==> src/rtl/uart_pkg.sv <==
`default_nettype none
// ----------------------------------------------------------------------------
// uart_pkg : frame helpers, tx state encoding and parity convention for UART
// Revision : 1.0
// ----------------------------------------------------------------------------
package uart_pkg;

   typedef enum logic [1:0] {
      TX_IDLE = 2'd0,
      TX_SEND = 2'd1,
      TX_DONE = 2'd2
   } tx_state_t;

   localparam int TICKS_PER_BIT = 16;

   // 0 selects even parity: the parity bit is the plain XOR of the data.
   localparam logic PARITY_ODD = 1'b0;

   function automatic int baud_pulse_count(input int sysclk, input int baud);
      return sysclk / (TICKS_PER_BIT * baud);
   endfunction

   function automatic int num_frame_bits(input int data_bits, input int stop_bits);
      return 1 + data_bits + 1 + stop_bits;
   endfunction

endpackage
`default_nettype wire

==> src/rtl/uart_baud_gen.sv <==
`default_nettype none
// ----------------------------------------------------------------------------
// uart_baud_gen : 16x oversampling tick generator with enable and sync clear
// Revision : 1.0
// ----------------------------------------------------------------------------
module uart_baud_gen #(
   parameter int BAUD_PULSE_COUNT = 10
) (
   input  logic Clk,
   input  logic Rst,
   input  logic En,
   input  logic Clr,
   output logic Tick
);

   localparam int CNT_W = (BAUD_PULSE_COUNT > 1) ? $clog2(BAUD_PULSE_COUNT) : 1;
   localparam logic [CNT_W-1:0] C_LAST = CNT_W'(BAUD_PULSE_COUNT - 1);

   generate
      if (BAUD_PULSE_COUNT == 0) begin : g_bad_baud
         $error("uart_baud_gen: BAUD_PULSE_COUNT must be non-zero");
      end
   endgenerate

   logic [CNT_W-1:0] r_cnt;

   always_ff @(posedge Clk or posedge Rst) begin
      if (Rst) begin
         r_cnt <= '0;
      end else if (Clr) begin
         r_cnt <= '0;
      end else if (En) begin
         r_cnt <= (r_cnt == C_LAST) ? '0 : r_cnt + 1'b1;
      end
   end

   assign Tick = En && !Clr && (r_cnt == C_LAST);

endmodule
`default_nettype wire

==> src/rtl/uart_tx_fsm.sv <==
`default_nettype none
// ----------------------------------------------------------------------------
// uart_tx_fsm : UART transmitter (start, data MSB first, parity, stop bits)
// Revision : 1.0
// ----------------------------------------------------------------------------
module uart_tx_fsm
   import uart_pkg::*;
#(
   parameter int DATA_BITS     = 8,
   parameter int STOP_BITS     = 2,
   parameter int SYSCLOCK_FREQ = 1_600_000,
   parameter int BAUDRATE      = 10_000
) (
   input  logic                 Clk,
   input  logic                 Rst,
   input  logic [DATA_BITS-1:0] Tx_Data_In,
   input  logic                 Tx_Valid,
   input  logic                 CTS,
   output logic                 Tx_Ready,
   output logic                 Tx_Out,
   output logic                 Tx_Busy,
   output logic                 Tx_Done
);

   localparam int BAUD_PULSE_COUNT = baud_pulse_count(SYSCLOCK_FREQ, BAUDRATE);
   localparam int BIT_CYCLES       = TICKS_PER_BIT * BAUD_PULSE_COUNT;
   localparam int NUM_TX_BITS      = num_frame_bits(DATA_BITS, STOP_BITS);
   localparam int BIT_CNT_W        = $clog2(NUM_TX_BITS + 1);
   localparam int TICK_CNT_W       = $clog2(BIT_CYCLES / BAUD_PULSE_COUNT);
   localparam logic [TICK_CNT_W-1:0] C_LAST_TICK = TICK_CNT_W'(TICKS_PER_BIT - 1);
   localparam logic [BIT_CNT_W-1:0]  C_FRAME_LEN = BIT_CNT_W'(NUM_TX_BITS);

   generate
      if (BAUD_PULSE_COUNT == 0) begin : g_bad_baud
         $error("uart_tx_fsm: SYSCLOCK_FREQ too low for BAUDRATE");
      end
      if (STOP_BITS < 1) begin : g_bad_stop
         $error("uart_tx_fsm: STOP_BITS must be at least 1");
      end
   endgenerate

   tx_state_t              r_state;
   tx_state_t              w_state_next;
   logic [NUM_TX_BITS-1:0] r_shift;
   logic [NUM_TX_BITS-1:0] w_shift_next;
   logic [BIT_CNT_W-1:0]   r_bit_cnt;
   logic [BIT_CNT_W-1:0]   w_bit_cnt_next;
   logic [TICK_CNT_W-1:0]  r_tick_cnt;
   logic [TICK_CNT_W-1:0]  w_tick_cnt_next;
   logic                   r_ready;
   logic                   r_tx_out;
   logic                   w_accept;
   logic                   w_baud_en;
   logic                   w_baud_clr;
   logic                   w_tick;
   logic                   w_parity;
   logic [NUM_TX_BITS-1:0] w_frame;

   assign w_parity = (^Tx_Data_In) ^ PARITY_ODD;
   assign w_frame  = {1'b0, Tx_Data_In, w_parity, {STOP_BITS{1'b1}}};
   assign w_accept = (r_state == TX_IDLE) && Tx_Valid && CTS && r_ready;

   uart_baud_gen #(
      .BAUD_PULSE_COUNT (BAUD_PULSE_COUNT)
   ) u_baud_gen (
      .Clk  (Clk),
      .Rst  (Rst),
      .En   (w_baud_en),
      .Clr  (w_baud_clr),
      .Tick (w_tick)
   );

   always_comb begin
      w_state_next    = r_state;
      w_shift_next    = r_shift;
      w_bit_cnt_next  = r_bit_cnt;
      w_tick_cnt_next = r_tick_cnt;
      w_baud_en       = 1'b0;
      w_baud_clr      = 1'b0;
      case (r_state)
         TX_IDLE: begin
            if (w_accept) begin
               w_shift_next    = w_frame;
               w_bit_cnt_next  = C_FRAME_LEN;
               w_tick_cnt_next = '0;
               w_baud_clr      = 1'b1;
               w_state_next    = TX_SEND;
            end
         end
         TX_SEND: begin
            w_baud_en = 1'b1;
            if (w_tick) begin
               if (r_tick_cnt == C_LAST_TICK) begin
                  // End of a bit period: present the next bit, refill with idle level.
                  w_tick_cnt_next = '0;
                  w_shift_next    = {r_shift[NUM_TX_BITS-2:0], 1'b1};
                  if (r_bit_cnt != '0) begin
                     w_bit_cnt_next = r_bit_cnt - 1'b1;
                  end
                  if (r_bit_cnt <= BIT_CNT_W'(1)) begin
                     w_state_next = TX_DONE;
                  end
               end else begin
                  w_tick_cnt_next = r_tick_cnt + 1'b1;
               end
            end
         end
         TX_DONE: begin
            w_state_next = TX_IDLE;
         end
         default: begin
            w_state_next = TX_IDLE;
         end
      endcase
   end

   always_ff @(posedge Clk or posedge Rst) begin
      if (Rst) begin
         r_state    <= TX_IDLE;
         r_shift    <= '0;
         r_bit_cnt  <= '0;
         r_tick_cnt <= '0;
         r_ready    <= 1'b1;
         r_tx_out   <= 1'b1;
      end else begin
         r_state    <= w_state_next;
         r_shift    <= w_shift_next;
         r_bit_cnt  <= w_bit_cnt_next;
         r_tick_cnt <= w_tick_cnt_next;
         r_ready    <= (w_state_next == TX_IDLE);
         r_tx_out   <= (w_state_next == TX_SEND) ? w_shift_next[NUM_TX_BITS-1] : 1'b1;
      end
   end

   assign Tx_Ready = r_ready;
   assign Tx_Out   = r_tx_out;
   assign Tx_Busy  = (r_state != TX_IDLE);
   assign Tx_Done  = (r_state == TX_DONE);

endmodule
`default_nettype wire

==> config.mk <==
export PLATFORM = sky130hd
export DESIGN_NAME = uart_tx_fsm
export DESIGN_NICKNAME = d
export VERILOG_FILES = /design/src/rtl/uart_pkg.sv /design/src/rtl/uart_baud_gen.sv /design/src/rtl/uart_tx_fsm.sv
export SDC_FILE = /design/constraint.sdc
export NUM_CORES = 1
export LEC_CHECK = 0
export ABC_CLOCK_PERIOD_IN_PS = 2700
export BUFFER_PORTS_ARGS = -buffer_cell sky130_fd_sc_hd__buf_4
export CAP_MARGIN = 20
export CORE_MARGIN = 1.5
export CORE_UTILIZATION = 25
export CTS_BUF_LIST = sky130_fd_sc_hd__clkbuf_2
export DETAILED_ROUTE_END_ITERATION = 16
export REMOVE_ABC_BUFFERS = 1
export SLEW_MARGIN = 20
export SYNTH_ARGS = -nofsm -noshare
export SYNTH_HDL_FRONTEND = slang
export SYNTH_SLANG_ARGS = --single-unit
==> constraint.sdc <==
create_clock -name Clk -period 2.7 [get_ports Clk]
set_input_delay 0.135 -clock Clk [delete_from_list [all_inputs] [get_ports Clk]]
set_output_delay 0.135 -clock Clk [all_outputs]
set_load 0.1 [all_outputs]
==> key figures, run 1 <==
Status
  – Status: completed

Worst setup path
  – R2R cell count: 4
  – Worst r2r src: r_state[0]
  – Worst setup startpoint: r_state[0]
  – Setup crit end: r_shift[2]
  – Critical Path RT: 2.96 ns
  – Register-to-register setup slack: a little under 0.9 ns
  – Worst Path Max Fanout: 13
  – CP arrival: just over 2 ns
  – Critical Path End Type: flip-flop
  – Startpoint types: flip-flop
  – Crit Path Class: flip-flop to flip-flop
  – Reg2Reg Capture Point: r_shift[2]

Route
  – DR vias/cell: 4.583
  – Post-route ant nets: 0
  – Final WL: 2.990 mm
  – # DRC: 0
  – Via count: 1,100
  – DRT Pass-1 Iters: 4
  – Routed WL per cell: 12.46 um
  – DRT iter0 DRCs: 39

CTS
  – TritonCTS Sinks: 28
  – Post-CTS Setup Bufs: 0
  – Htree depth: 1
  – Clk_lat worst skew: 0.38 ns
  – CTS root buffer: clkbuf_2
  – Total CTS buffers: 3
  – Clock buffer depth: 2
  – CTS clk-pin slew, worst paths: roughly 0.25 ns
  – Gates resized, CTS repair: 0
  – CTS tree: yes

Die
  – IO Count: 16
  – Die Y: 79.85 um
  – Die W: 79.85 um
  – Starting Density: between 20% and 30%
  – Core Box Area: 0.005608 mm2
  – Floorplan row count: 27
  – Die ar.: 0.006376 mm2

Synth
  – Synth Register Bits: 28
  – Seq/Total Area, Yosys: between 40% and 50%
  – Largest family of logic cells by synthesized area: compound AO/OA/AOI/OAI gates
  – Simple-Gate Fraction of Synth Area: around 17%
  – Cells after Synth: around 150
  – Avg Inst Size Synth: 10.18 um2
  – Synth unique cells: 42
  – Mux cell area share after synthesis: 0.6780%
  – Ys Warns: 0
  – Synth Area in Compound Gates: 19.75%
  – Xor/xnor share of the synthesized area: ~5.3%
  – Post-Syn Area: 0.001476 mm2
  – Adder-cell share of the synthesized area: 3.390%

STA
  – Final hold violations: 0
  – Post-route setup TNS: 0 ns
  – Period utilization: 66.90%
  – Setup violators final: 0
  – RSZ-0062 raised after global routing: no
  – Final Slew Violations: 0
  – Layout Skew: 0.01901 ns
  – Fmax: 0.5536 GHz
  – Least-Margin Pin Slew: 0.5830 ns
  – Max_slew headroom: between 60% and 70%
  – Period minus WS final: 1.806 ns

Global routing
  – Initial antenna violation count: 0
  – First-pass GRT wire length: 5.264 mm
  – Largest net degree at the start of global routing: 29
  – Vias in the first global route: approximately 1,100
  – GRT Util Overall: 10.31%
  – Congestion Overflow GR: 0

Cells and area
  – Finished Cell Area: 0.001767 mm2
  – Antenna cells: 0
  – Most frequent cells in the layout: dfrtp_1 (26), o21ai_0 (18), buf_4 (17)
  – Share of cells above drive strength 1: 19.05%
  – Most common cell after layout, fill and taps aside: dfrtp_1
  – # nets final: about 190
  – Layout area overhead: 19.66%
  – Fillcell total: 600

Pwr
  – Design Power: roughly 0.73 mW
  – VDD IR max: 0.0002416 V
  – P_leak: 0.7388 nW
  – Pwr Density: between 400 and 500 mW/mm2

Placed design
  – # port buffers: 15
  – Gp weighted congestion: 0.7207
  – Area post-placement: 0.001662 mm2
  – HPWL Detailed: 2.211 mm

Job
  – MaxCap Viol Count: 0

Min path
  – Worst min path class: primary input to flip-flop
  – Hold_sp: Tx_Data_In[3]
  – WHS Path Cells: 3
-- where the power goes --
group          switching, mW  internal [mW]
registers                  0          0.421
clock network          0.129          0.127
logic                 0.0218         0.0276
total                  0.150          0.576
-- stage by stage --
step | setup WS [ns] | utilization [%] | hold slack (ns) | instances
global route | 0.7664 | 31.50 | 0.001354 | 240
global placement | 0.9421 | 29.63 | 0.4039 | 230
detailed placement | 0.8996 | 29.63 | 0.4061 | 230
finish | 0.8938 | 31.50 | 0.02592 | 240
floorplan | 0.6736 | - | 0.1989 | 141
CTS | 0.8641 | 31.33 | 0.0008911 | 239
-- state kept, by name, indices dropped and copies added, names as in the netlist --
register and flops:
Tx_Out 1, Tx_Ready 1, u_baud_gen.r_cnt 4, r_bit_cnt 4
r_state 2, r_tick_cnt 4, r_shift 12
-- synthesized netlist by cell type --
library cell,number,area share [%]
o21a_1,1,0.51
mux2i_1,1,0.68
clkbuf_2,1,0.34
o221ai_1,2,1.2
nand3_1,8,2.7
a22oi_1,8,4.1
nor3b_1,1,0.51
a2111oi_4,1,1.9
nand2_1,4,1.0
o22ai_1,1,0.42
a21o_1,2,1.0
nor3_1,2,0.68
dfrtp_1,26,44
nand2b_1,2,0.85
inv_1,16,4.1
o21ai_0,18,6.1
nor2_1,8,2.0
buf_2,1,0.34
nor3b_4,1,1.3
nand3b_1,1,0.51
and2_1,1,0.42
or2_2,1,0.42
a21oi_4,1,1.1
xor2_1,3,1.8
nand4_1,2,0.85
a22o_1,1,0.59
and3_1,2,0.85
or4_1,1,0.51
buf_6,2,1.5
a32oi_1,1,0.59
nand2_4,1,0.76
a21oi_1,3,1.0
or3b_2,1,0.59
or3_1,3,1.3
and3b_2,1,0.68
o311a_1,1,0.68
ha_1,4,3.4
xnor2_1,6,3.6
dfstp_2,2,3.6
or2_1,1,0.42
o2bb2ai_1,1,0.59
or2_4,1,0.59
-- repair_timing --
action	4_1_cts	5_1_grt
endpoints found under the hold margin	5	26
hold buffers	5	1
setup endpoints to repair	0	0
-- worst max-delay path: stages (launching register included) --
cell      delay, ns
dfrtp_1        0.51
or2_4          0.28
or2_1          0.41
a21oi_4        0.35
o221ai_1       0.15
-- layer usage --
layer	vias to the layer above	part of all wire [%]	global-route usage, %
met5	-	0	0
met1	523	51	14.25
met2	13	46	16.78
li1	560	-	-
met4	0	0.94	3.103
met3	4	2.5	1.257
-- layout make-up --
class	instances	area, um2	area share, %
Inverter	16	60.06	3.399
Multi-Input combinational cell	97	680.7	38.53
Clock buffer	3	15.01	0.8499
Clock inverter	1	30.03	1.700
Timing Repair Buffer	23	187.7	10.62
Sequential cell	28	703.2	39.80
Tap cell	72	90.09	5.099
-- cells by family (layout without fill, tap and decap cells) --
group                      count (synthesis)  count (layout)
and+or+nand+nor                           42              42
AOI/OAI and AO/OA                         41              41
DFF                                       28              28
buffers and inverters                     20              43
xor gates and xnor gates                   9               9
adders and majority gates                  4               4
muxes                                      1               1
-- worst min-delay path by stage --
| stage | endpoint | slack (ns) |
|---|---|---|
| 6_report | r_shift[6] | 0.03 |
| 3_5_place_dp | r_shift[8] | 0.41 |
| 5_1_grt | r_shift[4] | 0.001 |
| 4_1_cts | r_shift[6] | 0.0009 |
| 3_3_place_gp | r_shift[8] | 0.40 |
| 2_1_floorplan | r_bit_cnt[0] | 0.20 |
Note: power is estimated with default switching activity, not from simulation.
==> run 2, diff against run 1 <==
Settings changed: ABC_AREA set to 1, ABC_CLOCK_PERIOD_IN_PS 2700 to 1600.
Clock period 2.7 ns to 1.6 ns, I/O delays scaled along.
==> run 2 against run 1 <==
Compared with the run above: sequential share of layout area fell by 3.7 points; final area rose by 10%; total power rose by 72%; worst setup slack got worse by 0.76 ns; first-iteration DRC count fell by 2.6%; non-clock buffer count rose by 3; utilization fell by 0.51 points; wire length barely moved; die area rose by 8.6%; clock power rose by 70%; critical endpoint is now Tx_Out; largest power group unchanged.
==> key figures, run 2 <==
Job
  – MaxCap Viol Count: 0 (unchanged)

Worst setup path
  – R2R cell count: 8 (+4)
  – Worst r2r src: r_tick_cnt[0]
  – Reg2Reg Capture Point: Tx_Out
  – Crit Path Class: flip-flop to flip-flop
  – Critical Path End Type: flip-flop
  – Worst Path Max Fanout: 11 (-2)
  – CP arrival: 1.83 ns (-0.24 ns)
  – Worst setup startpoint: r_tick_cnt[0]
  – Register-to-register setup slack: 0.13 ns (-0.76 ns)
  – Startpoint types: flip-flop
  – Critical Path RT: 1.96 ns (-1.00 ns)
  – Setup crit end: Tx_Out

Pwr
  – Psw: 0.2728 mW (+81%)
  – Design Power: 1.247 mW (+72%)
  – Pwr Density: 640.9 mW/mm2 (+56%)
  – P_leak: 1.035 nW (+40%)
  – Clock network power share: 34.8% (-0.4 points)
  – Comb pwr share: 8.2% (+1.4 points)
  – VDD IR max: 0.0003665 V (+52%)
  – Switch share: 21.88% (+1.2 points)
  – Int Pwr: 0.9741 mW (+69%)
  – Flop pwr share: 57.0% (-1.0 points)

Status
  – Status: completed

Die
  – Starting Density: 25.61% (-0.71 points)
  – Core Box Area: 0.006277 mm2 (+12%)
  – IO Count: 16 (unchanged)
  – Die W: 83.20 um (+4.2%)
  – Floorplan row count: 29 (+7.4%)
  – Die Y: 83.20 um (+4.2%)
  – Die ar.: 0.006921 mm2 (+8.6%)

Synth
  – Mux cell area share after synthesis: 0% (-0.68 points)
  – Synth unique cells: 29 (-31%)
  – Simple-Gate Fraction of Synth Area: 31.44% (+14 points)
  – Synth top area share: 40.47% (-3.6 points)
  – Synth Area in Compound Gates: 11.21% (-8.5 points)
  – Commonest cells in the netlist: nand2_1 (68), dfrtp_1 (26), inv_1 (21)
  – Area contributors post-synth: dfrtp_1 (40%), nand2_1 (16%), inv_1 (4.9%)
  – Count leader, synth: nand2_1
  – Synth Register Bits: 28 (unchanged)
  – EDFF count, synth: 0 (unchanged)
  – Post-Syn Area: 0.001608 mm2 (+8.9%)
  – Ys Warns: 0 (unchanged)
  – Synth Flop Type: dfrtp_1
  – Largest family of logic cells by synthesized area: simple AND/OR/NAND/NOR gates
  – Cells after Synth: 201 (+39%)
  – Seq/Total Area, Yosys: 43.74% (-3.9 points)
  – Asr flop ratio synth: 100.0% (unchanged)
  – Avg Inst Size Synth: 7.999 um2 (-21%)
  – Most area-hungry cell type in the Yosys netlist: dfrtp_1
  – Xor/xnor share of the synthesized area: 2.179% (-3.2 points)
  – Adder-cell share of the synthesized area: 3.113% (-0.28 points)

Min path
  – Worst min path class: primary input to flip-flop

Cells and area
  – Most flops, register: r_shift
  – Share of cells above drive strength 1: 21.49% (+2.4 points)
  – Layout area overhead: 21.01%
  – Multi-input gate area: 775.7 um2 (+14%)
  – FF+latch area: 703.2 um2 (unchanged)
  – # nets final: 245 (+32%)
  – Max reg flops: 12 (unchanged)
  – Layout Utilization: 30.99% (-0.51 points)
  – Antenna cells: 0 (unchanged)
  – Non-filler cells, final: 305 (+27%)
  – Fillcell total: 671 (+12%)
  – Most frequent cells in the layout: nand2_1 (68), dfrtp_1 (26), inv_1 (21)
  – Most common cell after layout, fill and taps aside: nand2_1

STA
  – RSZ-0062 raised after global routing: no
  – Max_slew headroom: 76.44% (+15 points)
  – Layout Skew: 0.02225 ns (+0.003242 ns)
  – Setup violators final: 0 (unchanged)
  – Period utilization: 91.64% (+25 points)
  – Final worst slack: 0.1337 ns (-0.7600 ns)
  – Final hold violations: 0 (unchanged)
  – Fmax: 0.6820 GHz (+23%)
  – Least-Margin Pin Slew: 0.3533 ns (-0.2297 ns)
  – Final Slew Violations: 0 (unchanged)
  – Period minus WS final: 1.466 ns (-0.3400 ns)

Global routing
  – Initial antenna violation count: 0 (unchanged)
  – GRT Util Overall: 9.469% (-0.84 points)
  – Largest net degree at the start of global routing: 29 (unchanged)
  – Congestion Overflow GR: 0 (unchanged)
  – First-pass GRT wire length: 5.589 mm (+6.2%)
  – Vias in the first global route: 1,267 (+15%)

CTS
  – CTS root buffer: clkbuf_2
  – Total CTS buffers: 3 (unchanged)
  – Clk_lat worst skew: 0.38 ns (about the same)
  – TritonCTS Sinks: 28 (unchanged)
  – CTS clk-pin slew, worst paths: 0.28 ns (+0.03 ns)
  – CTS tree: yes
  – Clock buffer depth: 2 (unchanged)
  – Htree depth: 1 (unchanged)

Placed design
  – Gp weighted congestion: 0.7606 (+5.5%)
  – # port buffers: 15 (unchanged)
  – Placed cell count: 293 (+27%)
  – Post-Place Setup Slack: 0.1282 ns (-0.7714 ns)
  – HPWL Detailed: 2.195 mm (-0.75%)

Route
  – # DRC: 0 (unchanged)
  – Post-route ant nets: 0 (unchanged)
  – Via count: 1,299 (+18%)
  – DR vias/cell: 4.259 (-7.1%)
  – DRT Pass-1 Iters: 4 (unchanged)
  – Routed WL per cell: 9.807 um (-21%)
  – DRT iter0 DRCs: 38 (-2.6%)
  – Final WL: 2.991 mm (about the same)
run 2: cell types whose count changed in the layout (fill, tap and decap cells not counted), sizes merged, moves of 3 or more:
cell,previous run,this run
inv,16,27
nand2,5,73
nand3,8,14
nor2,8,18
o211ai,0,3
o21ai,18,10
or3,3,0
xnor2,6,2
run 2: how the worst min path moves through the flow:
stage	startpoint	to	slack, ns	cells after the start
CTS	Tx_Data_In[5]	r_shift[8]	0.02	3
finish	Tx_Data_In[5]	r_shift[8]	0.02	3
global route	Tx_Data_In[5]	r_shift[8]	0.02	3
floorplan	Rst	r_bit_cnt[0]	0.14	1
global placement	Rst	r_tick_cnt[0]	0.21	3
detailed placement	Rst	r_shift[8]	0.21	3
run 2: repair_timing:
action,CTS,global route
gates resized for setup,0,1
endpoints found under the hold margin,33,0
hold buffers,8,0
buffers inserted,0,0
setup endpoints to repair,0,1
run 2: cell families after synthesis:
logic type	count (synthesis)
simple gates	107
flops	28
compound gates	27
fa+ha+maj	4
xor+xnor	4
buf+inv	31
run 2: final cells by class:
type | count | area share [%]
inverters | 28 | 5.659
multi-input cells | 142 | 39.87
clock buffers | 3 | 0.7717
well taps | 77 | 4.952
repair buffers | 26 | 11.06
flip-flops and latches | 28 | 36.14
clock inverters | 1 | 1.543
run 2: per-layer routing:
layer  global-route usage [%]  routed length [um]  share of wire, %
met5                        0                   0                 0
met4                   0.7576                   8              0.27
met3                    2.485                 122               4.1
met2                    15.37                1309                44
met1                    13.26                1551                52
run 2: per-stage QoR:
step	area, um2	hold WS (ns)	setup TNS [ns]
2_1_floorplan	1584	0.1439	-3.889
3_3_place_gp	1815	0.2068	0
3_5_place_dp	1815	0.2078	0
4_1_cts	1941	0.01508	0
5_1_grt	1946	0.01670	0
6_report	1946	0.01876	0
run 2: power by group through the flow:
stage          clock, mW  combinational (mW)  sequential (mW)
2_1_floorplan          0              0.0475            0.721
3_3_place_gp           0              0.0879            0.721
3_5_place_dp           0              0.0895            0.721
4_1_cts            0.451               0.105            0.710
5_1_grt            0.483               0.120            0.711
6_report           0.434               0.102            0.710
run 2: worst max-delay path, stage by stage (launching register included):
cell and delay, ns:
dfrtp_1 0.48, ha_1 0.24, nand3_1 0.14, nand2_1 0.14
nand2_4 0.17, nand2_1 0.06, nand2_1 0.09, clkinv_1 0.06
nand2_1 0.06
